--- config.mk ---
export PLATFORM = sky130hd
export DESIGN_NAME = vga_mode_ctrl_flat
export DESIGN_NICKNAME = d
export VERILOG_FILES = /design/src/rtl/vga_ctrl_pkg.sv /design/src/rtl/vga_mode_ctrl_if.sv /design/src/rtl/vga_mode_ctrl_sw_debounce.sv /design/src/rtl/vga_mode_ctrl.sv /design/src/flat_wrapper.sv
export SDC_FILE = /design/constraint.sdc
export NUM_CORES = 1
export LEC_CHECK = 0
export BUFFER_PORTS_ARGS = -buffer_cell sky130_fd_sc_hd__buf_2
export CORE_MARGIN = 1.5
export CORE_UTILIZATION = 61
export DETAILED_ROUTE_END_ITERATION = 10
export GPL_TIMING_DRIVEN = 0
export PLACE_DENSITY = 0.76
export SETUP_SLACK_MARGIN = 0.02
export SLEW_MARGIN = 20
export SYNTH_ARGS = -nofsm -noshare
export SYNTH_HDL_FRONTEND = slang
export SYNTH_SLANG_ARGS = --single-unit
--- constraint.sdc ---
create_clock -name clk -period 2.18 [get_ports clk]
set_clock_uncertainty 0.05 [all_clocks]
set_input_delay 0.436 -clock clk [delete_from_list [all_inputs] [get_ports clk]]
set_output_delay 0.436 -clock clk [all_outputs]
set_load 0.1 [all_outputs]
--- src/rtl/vga_ctrl_pkg.sv ---
// Shared types and widths for the VGA resolution-switch controller.
package vga_ctrl_pkg;

    typedef enum logic [1:0] {
        IDLE       = 2'd0,
        WAIT_FRAME = 2'd1,
        RESET_TG   = 2'd2,
        SETTLE     = 2'd3
    } state_e;

    localparam logic MODE_640_480 = 1'b0;
    localparam logic MODE_800_600 = 1'b1;

    localparam int unsigned DB_CNT_W  = 16;
    localparam int unsigned RST_CNT_W = 4;
    localparam int unsigned FRM_CNT_W = 4;
    localparam int unsigned TMO_CNT_W = 20;

endpackage

--- src/rtl/vga_mode_ctrl_if.sv ---
// Board-side / timing-generator-side signals of the mode controller.
interface vga_mode_ctrl_if;
    logic sw;
    logic frame_end;
    logic mode_sel;
    logic tg_rst_n;
    logic blank;
    logic busy;
    logic timeout_err;

    modport master (
        output sw,
        output frame_end,
        input  mode_sel,
        input  tg_rst_n,
        input  blank,
        input  busy,
        input  timeout_err
    );

    modport slave (
        input  sw,
        input  frame_end,
        output mode_sel,
        output tg_rst_n,
        output blank,
        output busy,
        output timeout_err
    );
endinterface

--- src/rtl/vga_mode_ctrl_sw_debounce.sv ---
// Two-flop synchronizer and stable-count debouncer for the mode switch.
module sw_debounce
    import vga_ctrl_pkg::*;
#(
    parameter logic [DB_CNT_W-1:0] DEBOUNCE_CYCLES = 16'd50000
) (
    input  logic clk,
    input  logic rst_n,
    input  logic sw,
    output logic sw_db
);

    localparam logic [DB_CNT_W-1:0] DB_LAST = DEBOUNCE_CYCLES - DB_CNT_W'(1);

    logic                sw_meta;
    logic                sw_s;
    logic [DB_CNT_W-1:0] db_cnt;

    // Counter only runs while the synchronized input disagrees with sw_db.
    always_ff @(posedge clk) begin
        if (!rst_n) begin
            sw_meta <= 1'b0;
            sw_s    <= 1'b0;
            sw_db   <= 1'b0;
            db_cnt  <= '0;
        end else begin
            sw_meta <= sw;
            sw_s    <= sw_meta;
            if (sw_s == sw_db) begin
                db_cnt <= '0;
            end else if (db_cnt >= DB_LAST) begin
                sw_db  <= sw_s;
                db_cnt <= '0;
            end else begin
                db_cnt <= db_cnt + DB_CNT_W'(1);
            end
        end
    end

endmodule

--- src/rtl/vga_mode_ctrl.sv ---
// Sequences blanked, reset-guarded switching of the VGA timing set on a
// frame boundary after the user switch has debounced.
module vga_mode_ctrl
    import vga_ctrl_pkg::*;
#(
    parameter logic [DB_CNT_W-1:0]  DEBOUNCE_CYCLES = 16'd50000,
    parameter logic [RST_CNT_W-1:0] RST_CYCLES      = 4'd4,
    parameter logic [FRM_CNT_W-1:0] SETTLE_FRAMES   = 4'd2,
    parameter logic [TMO_CNT_W-1:0] FRAME_TIMEOUT   = 20'd1000000
) (
    input  logic             clk,
    input  logic             rst_n,
    vga_mode_ctrl_if.slave   ctrl
);

    localparam logic [RST_CNT_W-1:0] RST_LAST = RST_CYCLES - RST_CNT_W'(1);
    localparam logic [FRM_CNT_W-1:0] FRM_LAST = SETTLE_FRAMES - FRM_CNT_W'(1);
    localparam logic [TMO_CNT_W-1:0] TMO_LAST = FRAME_TIMEOUT - TMO_CNT_W'(1);

    logic sw_db;

    sw_debounce #(
        .DEBOUNCE_CYCLES(DEBOUNCE_CYCLES)
    ) u_sw_debounce (
        .clk   (clk),
        .rst_n (rst_n),
        .sw    (ctrl.sw),
        .sw_db (sw_db)
    );

    state_e                 state_q, state_d;
    logic                   mode_q, mode_d;
    logic                   tg_rst_n_q, tg_rst_n_d;
    logic                   blank_q, blank_d;
    logic                   busy_q, busy_d;
    logic                   tmo_err_q, tmo_err_d;
    logic [TMO_CNT_W-1:0]   tmo_cnt_q, tmo_cnt_d;
    logic [RST_CNT_W-1:0]   rst_cnt_q, rst_cnt_d;
    logic [FRM_CNT_W-1:0]   frm_cnt_q, frm_cnt_d;

    // State and registered outputs; reset lands in SETTLE so power-up is blanked.
    always_ff @(posedge clk) begin
        if (!rst_n) begin
            state_q    <= SETTLE;
            mode_q     <= MODE_640_480;
            tg_rst_n_q <= 1'b1;
            blank_q    <= 1'b1;
            busy_q     <= 1'b1;
            tmo_err_q  <= 1'b0;
            tmo_cnt_q  <= '0;
            rst_cnt_q  <= '0;
            frm_cnt_q  <= '0;
        end else begin
            state_q    <= state_d;
            mode_q     <= mode_d;
            tg_rst_n_q <= tg_rst_n_d;
            blank_q    <= blank_d;
            busy_q     <= busy_d;
            tmo_err_q  <= tmo_err_d;
            tmo_cnt_q  <= tmo_cnt_d;
            rst_cnt_q  <= rst_cnt_d;
            frm_cnt_q  <= frm_cnt_d;
        end
    end

    // Next-state and next-output logic; outputs are computed one edge ahead.
    always_comb begin
        state_d    = state_q;
        mode_d     = mode_q;
        tg_rst_n_d = tg_rst_n_q;
        blank_d    = blank_q;
        busy_d     = busy_q;
        tmo_err_d  = 1'b0;
        tmo_cnt_d  = tmo_cnt_q;
        rst_cnt_d  = rst_cnt_q;
        frm_cnt_d  = frm_cnt_q;

        unique case (state_q)
            IDLE: begin
                tg_rst_n_d = 1'b1;
                blank_d    = 1'b0;
                busy_d     = 1'b0;
                if (sw_db != mode_q) begin
                    state_d   = WAIT_FRAME;
                    busy_d    = 1'b1;
                    tmo_cnt_d = '0;
                end
            end

            WAIT_FRAME: begin
                // A request withdrawn before the boundary wins over frame_end.
                if (sw_db == mode_q) begin
                    state_d = IDLE;
                    busy_d  = 1'b0;
                end else if (ctrl.frame_end || (tmo_cnt_q >= TMO_LAST)) begin
                    state_d    = RESET_TG;
                    mode_d     = sw_db;
                    tg_rst_n_d = 1'b0;
                    blank_d    = 1'b1;
                    rst_cnt_d  = '0;
                    tmo_err_d  = !ctrl.frame_end;
                end else begin
                    tmo_cnt_d = tmo_cnt_q + TMO_CNT_W'(1);
                end
            end

            RESET_TG: begin
                if (rst_cnt_q >= RST_LAST) begin
                    state_d    = SETTLE;
                    tg_rst_n_d = 1'b1;
                    frm_cnt_d  = '0;
                end else begin
                    rst_cnt_d = rst_cnt_q + RST_CNT_W'(1);
                end
            end

            SETTLE: begin
                if (ctrl.frame_end) begin
                    if (frm_cnt_q >= FRM_LAST) begin
                        state_d = IDLE;
                        blank_d = 1'b0;
                        busy_d  = 1'b0;
                    end else begin
                        frm_cnt_d = frm_cnt_q + FRM_CNT_W'(1);
                    end
                end
            end

            default: state_d = SETTLE;
        endcase
    end

    assign ctrl.mode_sel    = mode_q;
    assign ctrl.tg_rst_n    = tg_rst_n_q;
    assign ctrl.blank       = blank_q;
    assign ctrl.busy        = busy_q;
    assign ctrl.timeout_err = tmo_err_q;

endmodule

--- src/flat_wrapper.sv ---
// flat-port wrapper written by rule: the top's interface ports become plain ports
module vga_mode_ctrl_flat import vga_ctrl_pkg::*;
#(
    parameter logic [DB_CNT_W-1:0]  DEBOUNCE_CYCLES = 16'd50000,
    parameter logic [RST_CNT_W-1:0] RST_CYCLES      = 4'd4,
    parameter logic [FRM_CNT_W-1:0] SETTLE_FRAMES   = 4'd2,
    parameter logic [TMO_CNT_W-1:0] FRAME_TIMEOUT   = 20'd1000000
)
  (clk, rst_n, ctrl_sw, ctrl_frame_end, ctrl_mode_sel, ctrl_tg_rst_n, ctrl_blank, ctrl_busy, ctrl_timeout_err);
  vga_mode_ctrl_if ctrl_i ();
  input  logic clk;
  input  logic rst_n;
  input wire logic [$bits(ctrl_i.sw)-1:0] ctrl_sw;
  input wire logic [$bits(ctrl_i.frame_end)-1:0] ctrl_frame_end;
  output wire logic [$bits(ctrl_i.mode_sel)-1:0] ctrl_mode_sel;
  output wire logic [$bits(ctrl_i.tg_rst_n)-1:0] ctrl_tg_rst_n;
  output wire logic [$bits(ctrl_i.blank)-1:0] ctrl_blank;
  output wire logic [$bits(ctrl_i.busy)-1:0] ctrl_busy;
  output wire logic [$bits(ctrl_i.timeout_err)-1:0] ctrl_timeout_err;
  assign ctrl_i.sw = ctrl_sw;
  assign ctrl_i.frame_end = ctrl_frame_end;
  assign ctrl_mode_sel = ctrl_i.mode_sel;
  assign ctrl_tg_rst_n = ctrl_i.tg_rst_n;
  assign ctrl_blank = ctrl_i.blank;
  assign ctrl_busy = ctrl_i.busy;
  assign ctrl_timeout_err = ctrl_i.timeout_err;
  vga_mode_ctrl #(.DEBOUNCE_CYCLES(DEBOUNCE_CYCLES), .RST_CYCLES(RST_CYCLES), .SETTLE_FRAMES(SETTLE_FRAMES), .FRAME_TIMEOUT(FRAME_TIMEOUT)) u_core (.clk(clk), .rst_n(rst_n), .ctrl(ctrl_i));
endmodule
==> metrics.csv, run 1 <==
metric;value;unit
status;complete, no violations;
post-synthesis simple-gate area fraction;25.4;%
drt initial violations;186;
routed wire length per instance;14.7;um
initial antenna violation count;0;
largest net degree at the start of global routing;17;
Num CTS Buffers;5;
Mean Syn Cell Area;8.76;um^2
Die H;69.7;um
clock buffer depth;2;
crit share post-route;95.5;%
placed inst area;2820;um^2
Reg clk slew, reported paths;0.10;ns
Crit Path Max Fanout;5;
Post-Synth Adder-Cell Area;2.76;%
fin area;3060;um^2
Routed Antenna Nets;0;
Seq/Total Area, Yosys;39.8;%
syn_nets;320;
crit path capture type;flop;
largest family of logic cells by synthesized area;simple AND/OR/NAND/NOR gates;
CTS sink count;54;
core box area;4320;um^2
setup TNS;0;ns
CTS tree;done;
top cell type's share of synthesized area;39.8;%
slew at the pin with the worst max-slew slack;0.831;ns
Crit Path Class;reg -> reg;
DR vias;2214;
Area contributors post-synth;dfxtp_1, mux2i_1, nand2_1;
Top FF cell, synth;dfxtp_1;
RSZ-0062 raised after global routing;false;
compound-gate portion of the synthesized area;14.5;%
most common cell after layout, fill and taps aside;dfxtp_1;
fin nets;336;
overall power;2.45;mW
Max transition margin;44.1;%
GRT Residual Overflow;0;
post-synthesis instance area;2720;um^2
max cap viols;0;
Worst Path Arrival;2.28;ns
Max VDD drop;0.589;mV
vias in the first global route;2113;
Worst setup SP type;flop;
Placed Cells;370;
ant diodes;0;
Die ar.;4860;um^2
area grow syn2layout;12.5;%
first-pass GRT wire length;9610;um
mux share of post-synthesis cell area;7.78;%
Worst Hold Class;in -> reg;
Synth Area in XOR/XNOR;5.16;%
overall routing resource usage;24.1;%
GPL Wtd Cong;0.792;
Pleak;1.00;nW
commonest non-fill, non-tap cells in the layout;dfxtp_1, nand2_1, nor2_1, mux2i_1, nand3_1;
register bit total from synthesis;54;
Yosys warnings;0;
EDFF count, synth;0;
Async SR Flop Fraction;0;%
post-layout util;70.7;%
io pins;9;
First-pass DRT Iterations;4;
DP HPWL;3790;um
H-tree level count;2;
quantity of I/O buffers inserted on ports;8;
clk_lat worst skew;0.31;ns
fillers;356;
layout cell share with drive strength beyond 1;17.1;%
Finish-stage setup viols;0;
Final Slew Violations;0;
Detailed Route WL;5590;um
row count;24;
filler-free cell count of the finished design;379;
Worst Path Required;2.37;ns
fmax;480;MHz
Synth cell types;49;
Power Dens Cells;801;nW/um^2
Mapped Cells;310;
CTS root buf;clkbuf_8;
Starting Density;62.8;%
Min Clock Period, post-route;2.08;ns
largest area contributor in the netlist;dfxtp_1;
Fin. Hold Viols;0;
Via density;5.84;
Die Width;69.7;um
# DRC;0;
## repair_timing
item                                   in CTS  in global routing
endpoints found under the hold margin       0                  0
hold buffers                                0                  0
pin swaps                                   0                  3
setup endpoints to repair                  10                 28
buffers inserted                            0                  1
resized for setup                           4                 23
## critical path, stage by stage (launching register included)
cell	delay (ns)
dfxtp_1	0.43
ha_2	0.25
nand2_2	0.09
nor3_1	0.53
nand2_1	0.20
a211oi_4	0.25
mux2i_1	0.21
## synth_stat cells (2+ instances only)
cell type,n
o21ai_0,5
a2111oi_2,3
ha_1,6
clkbuf_1,7
a311o_1,2
buf_2,3
xor2_1,8
a21boi_0,2
nand2b_1,14
buf_4,3
nor4_1,4
and3_1,7
dfxtp_1,54
nand2_1,39
nand3_1,19
a211oi_1,15
clkinv_1,2
nand4_1,8
nor3_1,7
inv_1,10
a21oi_1,7
and2_1,3
nor2_1,25
o21a_1,2
xnor2_1,8
a2111oi_0,2
o211ai_1,4
mux2i_1,20
## layer usage
layer / GRT usage, % / routed length [um] / vias up
met5: 0 / 0 / -
met4: 8.12 / 88 / 0
met3: 5.09 / 164 / 11
met2: 39.5 / 2700 / 31
met1: 31.8 / 2630 / 1041
li1: - / - / 1131
## state kept, by name, summed over array words and instances, names as in the netlist, named ones only
register / cells
u_core.ctrl.blank: 1
u_core.ctrl.busy: 1
u_core.ctrl.mode_sel: 1
u_core.ctrl.tg_rst_n: 1
u_core.ctrl.timeout_err: 1
u_core.frm_cnt_q: 4
u_core.rst_cnt_q: 4
u_core.state_q: 1
u_core.tmo_cnt_q: 20
u_core.u_sw_debounce.db_cnt: 16
u_core.u_sw_debounce.sw_db: 1
u_core.u_sw_debounce.sw_meta: 1
u_core.u_sw_debounce.sw_s: 1
## final cells by class
type	count	area, um^2	area share, %
multi-input cells	230	1620	53.0
flip-flops and latches	54	1080	35.4
plain buffers	14	85.1	2.78
clock buffers	6	72.6	2.38
well taps	52	65.1	2.13
repair buffers	9	47.5	1.56
inverters	12	45.0	1.47
clock inverters	2	37.5	1.23
## final timing paths
| kind | to | slack, ns | cells after the start | from |
|---|---|---|---|---|
| max | u_core.tmo_cnt_q[16] | 0.1 | 6 | u_core.tmo_cnt_q[0] |
| min | u_core.u_sw_debounce.sw_meta | 0.28 | 2 | ctrl_sw |
| max reg2reg | u_core.tmo_cnt_q[16] | 0.1 | 6 | u_core.tmo_cnt_q[0] |
| min reg2reg | u_core.u_sw_debounce.sw_s | 0.40 | 1 | u_core.u_sw_debounce.sw_meta |
## stage by stage
stage                     hold WS (ns)  setup slack, ns
after detailed placement         0.376          -0.0370
after floorplan                  0.362            0.205
after CTS                        0.284          0.00642
after global routing             0.279          0.00413
final                            0.282           0.0981
after global placement           0.366           0.0480
## cell families after synthesis
kind of cell	after synthesis
AO/OA/AOI/OAI	50
adder cells (fa/ha/maj)	6
buffers and inverters	26
multiplexers	21
flip-flops	54
XOR/XNOR	16
AND/OR/NAND/NOR	137
## where the power goes
| part | internal (mW) | switching [mW] |
|---|---|---|
| sequential | 1.04 | 0.0339 |
| combinational | 0.224 | 0.480 |
| clock | 0.343 | 0.327 |
Power figures use the tool's default switching activity.
==> inputs of run 2 (changes only) <==
--- a/config.mk
+++ b/config.mk
@@ -11,6 +11,7 @@
 export DETAILED_ROUTE_END_ITERATION = 10
 export GPL_TIMING_DRIVEN = 0
 export PLACE_DENSITY = 0.76
+export RECOVER_POWER = 100
 export SETUP_SLACK_MARGIN = 0.02
 export SLEW_MARGIN = 20
 export SYNTH_ARGS = -nofsm -noshare
==> metrics.csv, run 2 (same netlist as run 1, synthesis figures left out) <==
metric;value;unit;change
status;complete, no violations;;
Final Slew Violations;0;;unchanged
most common cell after layout, fill and taps aside;dfxtp_1;;
drt initial violations;173;;-7.0%
crit share post-route;95.5;%;about the same
Via density;5.86;;+0.36%
CTS sink count;54;;unchanged
overall routing resource usage;24.1;%;unchanged
Largest Register;u_core.tmo_cnt_q;;
Worst Hold End;u_core.u_sw_debounce.sw_meta;;
row count;24;;unchanged
GPL Wtd Cong;0.792;;unchanged
Die Width;69.7;um;unchanged
crit path capture type;flop;;
FF-to-FF End;u_core.tmo_cnt_q[16];;
DP HPWL;3790;um;unchanged
commonest non-fill, non-tap cells in the layout;dfxtp_1, nand2_1, nor2_1, mux2i_1, nand3_1;;
Worst Hold Class;in -> reg;;
Reg clk slew, reported paths;0.10;ns;about the same
io pins;9;;unchanged
layout cell share with drive strength beyond 1;16.5;%;-0.61 points
Power Dens Cells;802;nW/um^2;+0.15%
fin area;3050;um^2;-0.16%
Fin. Hold Viols;0;;unchanged
largest net degree at the start of global routing;17;;unchanged
First-pass DRT Iterations;4;;unchanged
routed wire length per instance;14.7;um;about the same
Detailed Route WL;5590;um;about the same
placed inst area;2820;um^2;unchanged
# DRC;0;;unchanged
worst hold stages;2;;unchanged
CTS tree;done;;
fin nets;336;;unchanged
clk_lat worst skew;0.31;ns;about the same
vias in the first global route;2113;;unchanged
Worst Path Required;2.37;ns;about the same
first-pass GRT wire length;9610;um;unchanged
core box area;4320;um^2;unchanged
dpl ws;-0.0370;ns;unchanged
Worst Path Arrival;2.28;ns;about the same
max reg flops;20;;unchanged
DR vias;2222;;+0.36%
overall power;2.45;mW;about the same
slew at the pin with the worst max-slew slack;0.847;ns;+0.0163 ns
FF-to-FF path depth;6;;unchanged
quantity of I/O buffers inserted on ports;8;;unchanged
Finish-stage setup viols;0;;unchanged
Critical Path Start;u_core.tmo_cnt_q[0];;
Final WS setup;0.0971;ns;-0.00103 ns
CTS root buf;clkbuf_8;;
worst r2r src;u_core.tmo_cnt_q[0];;
ant diodes;0;;unchanged
H-tree level count;2;;unchanged
Min Clock Period, post-route;2.08;ns;+0.00103 ns
area grow syn2layout;12.3;%;
Max VDD drop;0.587;mV;-0.30%
fmax;480;MHz;about the same
Routed Antenna Nets;0;;unchanged
Starting Density;62.8;%;unchanged
Crit Path Class;reg -> reg;;
initial antenna violation count;0;;unchanged
Worst setup SP type;flop;;
Crit Path Max Fanout;5;;unchanged
CTS hold repair buffers;0;;unchanged
largest registers;u_core.tmo_cnt_q (20), u_core.u_sw_debounce.db_cnt (16);;
Die ar.;4860;um^2;unchanged
GRT Residual Overflow;0;;unchanged
Die H;69.7;um;unchanged
RSZ-0062 raised after global routing;false;;
reg2reg setup slack;0.1;ns;about the same
Num CTS Buffers;5;;unchanged
setup TNS;0;ns;unchanged
Max transition margin;43.0;%;-1.1 points
Pleak;0.997;nW;-0.43%
post-layout util;70.5;%;-0.12 points
hold_sp;ctrl_sw;;
max cap viols;0;;unchanged
clock buffer depth;2;;unchanged
[run 2: changes by cell type in the layout (fill, tap and decap cells not counted), sizes merged]
cell    before  now
clkbuf      13   21
buf         16    8
[run 2: critical path, stage by stage (launching register included)]
cell and delay (ns):
dfxtp_1 0.43, ha_2 0.25, nand2_2 0.09, nor3_1 0.53, nand2_1 0.20, a211oi_4 0.25
mux2i_1 0.21
[run 2: worst max path at each step]
stage | end | slack [ns] | cells after the start
after CTS | u_core.tmo_cnt_q[14] | 0.006 | 7
after floorplan | u_core.tmo_cnt_q[15] | 0.21 | 7
after global routing | u_core.tmo_cnt_q[12] | 0.004 | 6
final | u_core.tmo_cnt_q[16] | 0.1 | 6
after global placement | u_core.tmo_cnt_q[17] | 0.05 | 7
after detailed placement | u_core.frm_cnt_q[1] | -0.04 | 7
[run 2: what timing repair did]
item                       4_1_cts  5_1_grt
setup endpoints to repair       10       28
resized for setup                4       23
buffers inserted                 0        1
pin swaps                        0        3
[run 2: final cells by class]
type                    instances  area, um^2
inverters                      12        45.0
repair buffers                  9        42.5
multi-input cells             230        1620
fillers                       356        1270
plain buffers                  14        85.1
flip-flops and latches         54        1080
clock buffers                   6        72.6
well taps                      52        65.1
clock inverters                 2        37.5
[run 2: metal layers]
metal | up-vias | routed length [um] | global-route usage [%]
met2 | 39 | 2680 | 39.5
li1 | 1132 | - | -
met4 | 0 | 88 | 8.12
met1 | 1040 | 2630 | 31.8
met5 | - | 0 | 0
met3 | 11 | 191 | 5.09
[run 2: stage by stage]
stage,instances,hold WS (ns)
floorplan,310,0.362
global route,379,0.279
global placement,370,0.366
CTS,378,0.284
detailed placement,370,0.376
finish,379,0.282
[run 2: report_power, final]
part / switching, mW / internal [mW] / leakage (nW) / total (mW)
logic: 0.481 / 0.222 / 0.508 / 0.703
clock network: 0.326 / 0.343 / 0.0514 / 0.669
registers: 0.0340 / 1.04 / 0.437 / 1.07
==> inputs of run 3 (changes only) <==
--- a/config.mk
+++ b/config.mk
@@ -11,7 +11,7 @@
 export DETAILED_ROUTE_END_ITERATION = 10
 export GPL_TIMING_DRIVEN = 0
 export PLACE_DENSITY = 0.76
-export RECOVER_POWER = 100
+export RECOVER_POWER = 25
 export SETUP_SLACK_MARGIN = 0.02
 export SLEW_MARGIN = 20
 export SYNTH_ARGS = -nofsm -noshare
==> metrics.csv, run 3 (same netlist as run 1, synthesis figures left out) <==
metric;value;unit;change
status;complete, no violations;;
Via density;5.85;;-0.23%
Crit Path Class;reg -> reg;;
Power Dens Cells;803;nW/um^2;about the same
Num CTS Buffers;5;;unchanged
routed wire length per instance;14.8;um;+0.36%
crit path capture type;flop;;
max cap viols;0;;unchanged
Pleak;1.00;nW;+0.28%
Critical Path Start;u_core.tmo_cnt_q[0];;
hold slack;0.281;ns;-0.00133 ns
GPL Wtd Cong;0.792;;unchanged
Die ar.;4860;um^2;unchanged
Detailed Route WL;5610;um;+0.36%
initial antenna violation count;0;;unchanged
clk_lat worst skew;0.31;ns;about the same
worst r2r src;u_core.tmo_cnt_q[0];;
Crit Path Max Fanout;5;;unchanged
slew at the pin with the worst max-slew slack;0.834;ns;-0.0134 ns
GRT Residual Overflow;0;;unchanged
quantity of I/O buffers inserted on ports;8;;unchanged
CTS hold repair buffers;0;;unchanged
Final Slew Violations;0;;unchanged
First-pass DRT Iterations;5;;+1
Worst Path Required;2.38;ns;about the same
Max transition margin;43.9;%;+0.90 points
DR vias;2217;;-0.23%
Worst Hold Class;in -> reg;;
clock buffer depth;2;;unchanged
cells along the critical path;ha_2 -> nand2_2 -> nor3_1 -> nand2_1 -> a211oi_4 -> mux2i_1;;
Die H;69.7;um;unchanged
fin area;3050;um^2;+0.12%
drt initial violations;186;;+7.5%
Reg power frac;43.8;%;about the same
Pint;1.61;mW;about the same
Slowest cell on crit path;nor3_1;;
Placed Cells;370;;unchanged
hold_sp;ctrl_sw;;
Min Clock Period, post-route;2.08;ns;+0.00178 ns
clock group share of total power;27.4;%;about the same
fmax;480;MHz;about the same
vias in the first global route;2113;;unchanged
commonest non-fill, non-tap cells in the layout;dfxtp_1, nand2_1, nor2_1, mux2i_1, nand3_1;;
largest net degree at the start of global routing;17;;unchanged
first-pass GRT wire length;9610;um;unchanged
Max VDD drop;0.587;mV;about the same
filler-free cell count of the finished design;379;;unchanged
Routed Antenna Nets;0;;unchanged
ant diodes;0;;unchanged
placed inst area;2820;um^2;unchanged
CTS root buf;clkbuf_8;;
Reg clk slew, reported paths;0.10;ns;about the same
overall power;2.45;mW;+0.16%
CTS sink count;54;;unchanged
Switching Share;34.5;%;+0.080 points
Worst Path Arrival;2.28;ns;about the same
io pins;9;;unchanged
core box area;4320;um^2;unchanged
Psw;845;uW;+0.39%
most common cell after layout, fill and taps aside;dfxtp_1;;
area grow syn2layout;12.4;%;
slowest cell delay on critical path;0.54;ns;about the same
Fin. Hold Viols;0;;unchanged
overall routing resource usage;24.1;%;unchanged
largest registers;u_core.tmo_cnt_q (20), u_core.u_sw_debounce.db_cnt (16);;
layout cell share with drive strength beyond 1;16.8;%;+0.31 points
RSZ-0062 raised after global routing;false;;
fin nets;336;;unchanged
Largest Register;u_core.tmo_cnt_q;;
Die Width;69.7;um;unchanged
Worst setup SP type;flop;;
CTS tree;done;;
H-tree level count;2;;unchanged
Starting Density;62.8;%;unchanged
post-layout util;70.6;%;+0.087 points
# DRC;0;;unchanged
max reg flops;20;;unchanged
Gate power share;28.8;%;about the same
crit share post-route;95.6;%;about the same
DP HPWL;3790;um;unchanged
row count;24;;unchanged
Finish-stage setup viols;0;;unchanged
## run 3: cell count changes in the layout (fill, tap and decap cells not counted)
cell and delta:
buf_2 +1, buf_4 +1, clkbuf_1 -1, clkbuf_2 -1
## run 3: what timing repair did
action,CTS,global route
pin swaps,0,3
gates resized for setup,4,23
setup endpoints to repair,10,28
setup buffers,0,1
## run 3: per-stage QoR
stage / setup TNS, ns / setup slack (ns)
5_1_grt: 0 / 0.00413
2_1_floorplan: 0 / 0.205
3_3_place_gp: 0 / 0.0480
4_1_cts: 0 / 0.00642
6_report: 0 / 0.0953
3_5_place_dp: -0.0370 / -0.0370
## run 3: worst max-delay path, delay by kind of cell (launching register included)
family	cells	cell delay, ns
and+or+nand+nor	3	0.84
DFF	1	0.43
adders and majority gates	1	0.25
AOI/OAI and AO/OA	1	0.25
muxes	1	0.21
## run 3: path summary, 6_finish.rpt
kind              cells after the start  slack (ns)                           end
setup / recovery                      6         0.1          u_core.tmo_cnt_q[16]
hold / removal                        2        0.28  u_core.u_sw_debounce.sw_meta
setup reg to reg                      6         0.1          u_core.tmo_cnt_q[16]
hold reg to reg                       1        0.40     u_core.u_sw_debounce.sw_s
## run 3: per-layer routing
layer | vias up | part of all wire, % | global-route usage (%)
li1 | 1131 | - | -
met1 | 1041 | 47 | 31.8
met2 | 32 | 48 | 39.5
met3 | 13 | 2.8 | 5.09
met4 | 0 | 1.8 | 8.12
met5 | - | 0 | 0
## run 3: layout make-up
type | count | area (um^2)
Buffer | 14 | 85.1
Clock buffer | 6 | 72.6
Clock inverter | 2 | 37.5
Fill cell | 357 | 1270
Inverter | 12 | 45.0
Multi-Input combinational cell | 230 | 1620
Sequential cell | 54 | 1080
Tap cell | 52 | 65.1
Timing Repair Buffer | 9 | 46.3
## run 3: power groups by stage
stage | registers [mW] | logic, mW | clock network (mW)
2_1_floorplan | 1.21 | 0.379 | 0
3_3_place_gp | 1.09 | 0.605 | 0
3_5_place_dp | 1.10 | 0.613 | 0
4_1_cts | 1.07 | 0.647 | 0.677
5_1_grt | 1.08 | 0.766 | 0.706
6_report | 1.07 | 0.705 | 0.671
